--- config.mk ---
export PLATFORM = sky130hd
export DESIGN_NAME = mem_stage_lsu
export DESIGN_NICKNAME = d
export VERILOG_FILES = /design/src/rtl/mem_stage_lsu_pkg.sv /design/src/rtl/mem_stage_lsu_align.sv /design/src/rtl/mem_stage_lsu.sv
export SDC_FILE = /design/constraint.sdc
export NUM_CORES = 1
export LEC_CHECK = 0
export BUFFER_PORTS_ARGS = -buffer_cell sky130_fd_sc_hd__buf_4
export CAP_MARGIN = 20
export CORE_ASPECT_RATIO = 1.1
export CORE_MARGIN = 8
export CORE_UTILIZATION = 52
export CTS_BUF_LIST = sky130_fd_sc_hd__clkbuf_2 sky130_fd_sc_hd__clkbuf_4 sky130_fd_sc_hd__clkbuf_8
export CTS_CLUSTER_SIZE = 25
export DETAILED_ROUTE_END_ITERATION = 8
export PLACE_DENSITY = 0.83
export SLEW_MARGIN = 20
export SYNTH_ARGS = -nofsm -noshare
export SYNTH_HDL_FRONTEND = slang
export SYNTH_SLANG_ARGS = --single-unit
--- constraint.sdc ---
create_clock -name i_clk -period 2.55 [get_ports i_clk]
set_clock_uncertainty 0.05 [all_clocks]
set_input_delay 0.51 -clock i_clk [delete_from_list [all_inputs] [get_ports i_clk]]
set_output_delay 0.51 -clock i_clk [all_outputs]
set_load 0.05 [all_outputs]
--- src/rtl/mem_stage_lsu_pkg.sv ---
// Shared pipeline types for the MEM-stage load/store unit and its helpers.
package mem_stage_lsu_pkg;

  typedef enum logic [1:0] {
    MEM_NONE  = 2'b00,
    MEM_STORE = 2'b01,
    MEM_LOAD  = 2'b10
  } mem_op_e;

  typedef enum logic [1:0] {
    DT_BYTE = 2'b00,
    DT_HALF = 2'b01,
    DT_WORD = 2'b10
  } data_type_e;

  typedef enum logic [1:0] {
    ST_IDLE = 2'b00,
    ST_REQ  = 2'b01,
    ST_WAIT = 2'b10,
    ST_DONE = 2'b11
  } lsu_state_e;

endpackage

--- src/rtl/mem_stage_lsu_align.sv ---
// Byte-lane alignment: byte enables, store replication, load extraction/extension
// and misalignment detection. Purely combinational.
module lsu_align
  import mem_stage_lsu_pkg::*;
(
  input  logic [1:0]  i_data_type,
  input  logic [1:0]  i_byte_off,
  input  logic        i_unsigned,
  input  logic [31:0] i_wdata,
  input  logic [31:0] i_rdata,
  output logic [3:0]  o_be,
  output logic [31:0] o_wdata,
  output logic [31:0] o_rdata,
  output logic        o_misaligned
);

  logic [31:0] shifted;
  logic [15:0] lane16;

  always_comb begin
    shifted      = i_rdata >> {i_byte_off, 3'b000};
    lane16       = i_byte_off[1] ? i_rdata[31:16] : i_rdata[15:0];
    o_be         = 4'b1111;
    o_wdata      = i_wdata;
    o_rdata      = i_rdata;
    o_misaligned = (i_byte_off != 2'b00);
    case (i_data_type)
      DT_BYTE: begin
        o_be         = 4'b0001 << i_byte_off;
        o_wdata      = {4{i_wdata[7:0]}};
        o_rdata      = {{24{~i_unsigned & shifted[7]}}, shifted[7:0]};
        o_misaligned = 1'b0;
      end
      DT_HALF: begin
        o_be         = 4'b0011 << {i_byte_off[1], 1'b0};
        o_wdata      = {2{i_wdata[15:0]}};
        o_rdata      = {{16{~i_unsigned & lane16[15]}}, lane16};
        o_misaligned = i_byte_off[0];
      end
      default: ;
    endcase
  end

endmodule

--- src/rtl/mem_stage_lsu.sv ---
// MEM-stage load/store unit: drives a req/gnt/rvalid data port, stalls the
// EX/MEM register while an access is outstanding and returns aligned load data.
module mem_stage_lsu
  import mem_stage_lsu_pkg::*;
#(
  parameter int TIMEOUT = 64
) (
  input  logic        i_clk,
  input  logic        i_rst_n,
  input  logic [1:0]  i_mem_op,
  input  logic [31:0] i_addr,
  input  logic [31:0] i_wdata,
  input  logic [1:0]  i_data_type,
  input  logic        i_unsigned,
  output logic        o_stall,
  output logic [31:0] o_rdata,
  output logic        o_rdata_valid,
  output logic        o_misaligned,
  output logic        o_timeout,
  output logic        o_dmem_req,
  output logic        o_dmem_we,
  output logic [31:0] o_dmem_addr,
  output logic [3:0]  o_dmem_be,
  output logic [31:0] o_dmem_wdata,
  input  logic        i_dmem_gnt,
  input  logic        i_dmem_rvalid,
  input  logic [31:0] i_dmem_rdata
);

  localparam int CW = (TIMEOUT > 1) ? $clog2(TIMEOUT) : 1;

  lsu_state_e  state_q, state_d;
  logic [31:0] addr_q, addr_d;
  logic [1:0]  dtype_q, dtype_d;
  logic        uns_q, uns_d;
  logic        we_q, we_d;
  logic [3:0]  be_q, be_d;
  logic [31:0] wdata_q, wdata_d;
  logic [31:0] rdata_q, rdata_d;
  logic        timeout_q, timeout_d;
  logic        mis_q, mis_d;
  logic [CW-1:0] cnt_q, cnt_d;

  logic        idle, op_valid, tmo_hit;
  logic [1:0]  a_type, a_off;
  logic        a_uns, a_mis;
  logic [3:0]  a_be;
  logic [31:0] a_wdata, a_rdata;

  // In IDLE the aligner sees the incoming instruction; afterwards the latched one.
  assign idle     = (state_q == ST_IDLE);
  assign op_valid = (i_mem_op == MEM_STORE) || (i_mem_op == MEM_LOAD);
  assign a_type   = idle ? i_data_type : dtype_q;
  assign a_off    = idle ? i_addr[1:0] : addr_q[1:0];
  assign a_uns    = idle ? i_unsigned  : uns_q;
  assign tmo_hit  = (TIMEOUT != 0) && (cnt_q == CW'(TIMEOUT - 1));

  lsu_align u_align (
    .i_data_type  (a_type),
    .i_byte_off   (a_off),
    .i_unsigned   (a_uns),
    .i_wdata      (i_wdata),
    .i_rdata      (i_dmem_rdata),
    .o_be         (a_be),
    .o_wdata      (a_wdata),
    .o_rdata      (a_rdata),
    .o_misaligned (a_mis)
  );

  always_comb begin
    state_d   = state_q;
    addr_d    = addr_q;
    dtype_d   = dtype_q;
    uns_d     = uns_q;
    we_d      = we_q;
    be_d      = be_q;
    wdata_d   = wdata_q;
    rdata_d   = rdata_q;
    cnt_d     = cnt_q;
    timeout_d = 1'b0;
    mis_d     = 1'b0;
    case (state_q)
      ST_IDLE: begin
        if (op_valid) begin
          if (a_mis) begin
            mis_d = 1'b1;
          end else begin
            state_d = ST_REQ;
            addr_d  = i_addr;
            dtype_d = i_data_type;
            uns_d   = i_unsigned;
            we_d    = (i_mem_op == MEM_STORE);
            be_d    = a_be;
            wdata_d = (i_mem_op == MEM_STORE) ? a_wdata : '0;
            cnt_d   = '0;
          end
        end
      end
      ST_REQ: begin
        cnt_d = cnt_q + CW'(1);
        if (i_dmem_gnt) begin
          if (we_q) begin
            state_d = ST_DONE;
          end else if (i_dmem_rvalid) begin
            rdata_d = a_rdata;
            state_d = ST_DONE;
          end else begin
            state_d = ST_WAIT;
          end
        end else if (tmo_hit) begin
          timeout_d = 1'b1;
          rdata_d   = '0;
          state_d   = ST_DONE;
        end
      end
      ST_WAIT: begin
        cnt_d = cnt_q + CW'(1);
        if (i_dmem_rvalid) begin
          rdata_d = a_rdata;
          state_d = ST_DONE;
        end else if (tmo_hit) begin
          timeout_d = 1'b1;
          rdata_d   = '0;
          state_d   = ST_DONE;
        end
      end
      default: state_d = ST_IDLE;
    endcase
  end

  always_ff @(posedge i_clk or negedge i_rst_n) begin
    if (!i_rst_n) begin
      state_q   <= ST_IDLE;
      addr_q    <= '0;
      dtype_q   <= '0;
      uns_q     <= 1'b0;
      we_q      <= 1'b0;
      be_q      <= '0;
      wdata_q   <= '0;
      rdata_q   <= '0;
      cnt_q     <= '0;
      timeout_q <= 1'b0;
      mis_q     <= 1'b0;
    end else begin
      state_q   <= state_d;
      addr_q    <= addr_d;
      dtype_q   <= dtype_d;
      uns_q     <= uns_d;
      we_q      <= we_d;
      be_q      <= be_d;
      wdata_q   <= wdata_d;
      rdata_q   <= rdata_d;
      cnt_q     <= cnt_d;
      timeout_q <= timeout_d;
      mis_q     <= mis_d;
    end
  end

  assign o_stall       = (idle && op_valid && !a_mis) || (state_q == ST_REQ) || (state_q == ST_WAIT);
  assign o_dmem_req    = (state_q == ST_REQ);
  assign o_dmem_we     = we_q;
  assign o_dmem_addr   = {addr_q[31:2], 2'b00};
  assign o_dmem_be     = be_q;
  assign o_dmem_wdata  = wdata_q;
  assign o_rdata       = rdata_q;
  assign o_rdata_valid = (state_q == ST_DONE) && !we_q;
  assign o_timeout     = timeout_q;
  assign o_misaligned  = mis_q;

endmodule

==> summary.txt <==
Layout
  • Nets: 934
  • Share of cells above drive strength 1: 34.6%
  • Area growth, synth to finish: 34.7%
  • Antenna cells: 0

Worst setup path
  • Reg2reg end: o_rdata[3]$_DFFE_PN0P_
  • Type of origin of the critical path: register
  • RR Startpoint: state_q[0]$_DFFE_PN0P_
  • Worst R2R Path Depth: 8
  • CP Max Fanout: 6
  • Setup CP Type: register to output port
  • Crit path required time: 1.99 ns
  • Critical Path Sink Type: output port
  • Worst endpoint data arrival time: 1.94 ns
  • Worst R2R Setup Slack: 0.16 ns

Floorplanning
  • Die Height: 127 um
  • Initial Util: 53.1%
  • Die area: 14800 sq um
  • # rows: 40
  • Horiz. Die Dim: 117 um
  • Total core area: 10900 sq um
  • IO Count: 211

Yosys
  • Cell with the most instances after synthesis: nand2_1
  • Avg Cell Area, Syn: 9.09 sq um
  • Share of flip-flops with an asynchronous set or reset: 100%
  • Largest cells by area after synthesis: dfrtp_1 49%, nand2_1 12%, buf_4 4.3%
  • Sequential share of the synthesized area: 49.3%
  • Top cell type's share of synthesized area: 49.3%
  • Post-Syn Area: 5790 sq um
  • Synthesized flop and latch total: 114
  • Leading area contributor after synthesis: dfrtp_1
  • Post-synthesis cell type count: 54
  • Post-Syn Instances: 637
  • YS warnings: 0
  • Post-synth top cells: 191 x nand2_1, 114 x dfrtp_1, 46 x o21ai_1
  • Ys flop type: dfrtp_1
  • Number of flops mapped to enable cells by yosys: 0

Timing
  • Final worst slack: 0.0533 ns
  • Final Cycle Share: 97.9%
  • Final hold violation count: 0
  • Worst-Margin Slew: 0.713 ns
  • Total negative slack: 0 ns
  • Minimum clock period: 2.50 ns
  • FMAX: 0.401 GHz
  • Pins Over Slew Limit: 0
  • Final hold slack: 0.0407 ns
  • Max-Slew Margin vs Limit: 52.5%
  • Final setup fails: 0

Status
  • Outcome: complete, no violations

Route
  • DRT Pass-1 Iters: 5
  • Via Count: 5669
  • Post-detailed-routing wire length: 18800 um
  • Wire length on met2: 9020 um
  • ANT nets after route: 0
  • Initial DRC Count: 627
  • Via-to-Cell Ratio: 5.77
  • Met3 WL: 2110 um
  • Post-route DRC: 0
  • Avg WL per Cell: 19.1 um
  • M1 WL: 7270 um
  • Top layer in use: met4

CTS
  • TritonCTS Buffers: 17
  • TritonCTS sink count: 114
  • CTS Hold Bufs: 0
  • Clk root buf: clkbuf_8
  • Clock Latency Late Sink: 0.43 ns
  • CTS clk-pin slew, worst paths: 0.07 ns
  • H-tree Lvls: 4
  • Clock Tree Buf Depth: 2
  • CTS tree: done

Flow run
  • Max_cap viols: 0

Global route
  • Gr ovfl total: 0
  • Vias in the first global route: 5670
  • Total Routing Usage GR: 24.9%
  • Largest net degree at the start of global routing: 69
  • Initial antenna violation count: 0
  • First-pass GRT wire length: 29000 um

Placed design
  • I/O Buffers: 208
  • DP Wirelength: 13800 um
  • Pre-CTS setup slack: 0.0490 ns
  • GP Congestion: 0.899

Hold path
  • HP Class: input port to asynchronous set/reset pin

Power and ir drop
  • Max VDD drop: 0.000765 V
  • Post-layout power: 12.4 mW
  • Leak Pwr: 3.91 nW
  • Power per cell area: 1590 nW/um^2
## flip-flops by register name, summed over array words and instances, names as in the netlist
name	cells
addr_q	32
dtype_q	2
o_dmem_we	1
o_rdata	32
o_misaligned	1
uns_q	1
state_q	2
o_dmem_be	4
o_dmem_wdata	32
o_timeout	1
cnt_q	6
## worst max-delay path, stage by stage (launching register included)
cell and delay, ns:
dfrtp_1 0.44, inv_2 0.12, ha_2 0.22, buf_4 0.15, nand2b_1 0.09, or2_4 0.25, nand2_1 0.07, buf_6 0.16
## where the power goes
part / switching [mW] / internal [mW]
sequential: 0.549 / 2.60
combinational: 5.01 / 2.43
clock: 0.808 / 1.01
## routing by layer
layer  vias up  global-route usage, %
li1       2573                      -
met1      2711                   31.0
met2       350                   40.3
met3        35                   7.74
met4         0                   7.92
met5         -                      0
## timing repair
action,4_1_cts,5_1_grt
gates resized for setup,4,3
setup buffers,0,3
endpoints found under the setup margin,1,8
endpoints found under the hold margin,0,0
pin swaps,0,0
## placed cells by master, fill, tap and decap left out, drive strengths merged, types with 7 or more instances in the layout
cell type,instances
mux2i,11
a22oi,18
nor2,14
buf,234
o21ai,59
dfrtp,114
o31ai,10
a311o,7
mux2,8
a22o,14
clkbuf,18
nand3,9
a21oi,23
o22ai,20
ha,7
inv,14
nand2,191
a222oi,8
## final cells by class
cell class | count | area, sq um
fillers | 820 | 3110
flip-flops and latches | 114 | 2850
multi-input cells | 447 | 2530
repair buffers | 234 | 1790
clock buffers | 18 | 248
well taps | 147 | 184
clock inverters | 14 | 176
inverters | 8 | 30.0
## stage by stage
stage                     utilization, %  instance area, sq um  instances
final                               71.5                  7800        982
after floorplan                        -                  5790        638
after detailed placement            67.2                  7340        947
after global placement              67.2                  7340        947
after global routing                71.5                  7800        982
after CTS                           71.2                  7770        979
## worst max path at each step
stage	start	endpoint	slack (ns)	cells past startpoint
after detailed placement	state_q[0]$_DFFE_PN0P_	o_rdata[24]$_DFFE_PN0P_	0.05	8
final	state_q[0]$_DFFE_PN0P_	o_stall	0.05	7
after floorplan	i_addr[1]	o_stall	0.01	8
after CTS	state_q[1]$_DFFE_PN0P_	o_stall	0.004	7
after global placement	i_mem_op[0]	addr_q[1]$_DFFE_PN0P_	0.25	6
after global routing	state_q[0]$_DFFE_PN0P_	o_stall	-0.02	7
## cell families (layout without fill, tap and decap cells)
group	Yosys count	count (layout)	share of synthesized area [%]
compound gates	182	182	21.2
simple gates	237	237	16.8
buf+inv	77	274	7.54
flops	114	114	49.3
fa+ha+maj	7	7	1.51
other cells	1	2	0.0648
mux	19	19	3.59
Note: power is estimated with default switching activity, not from simulation.
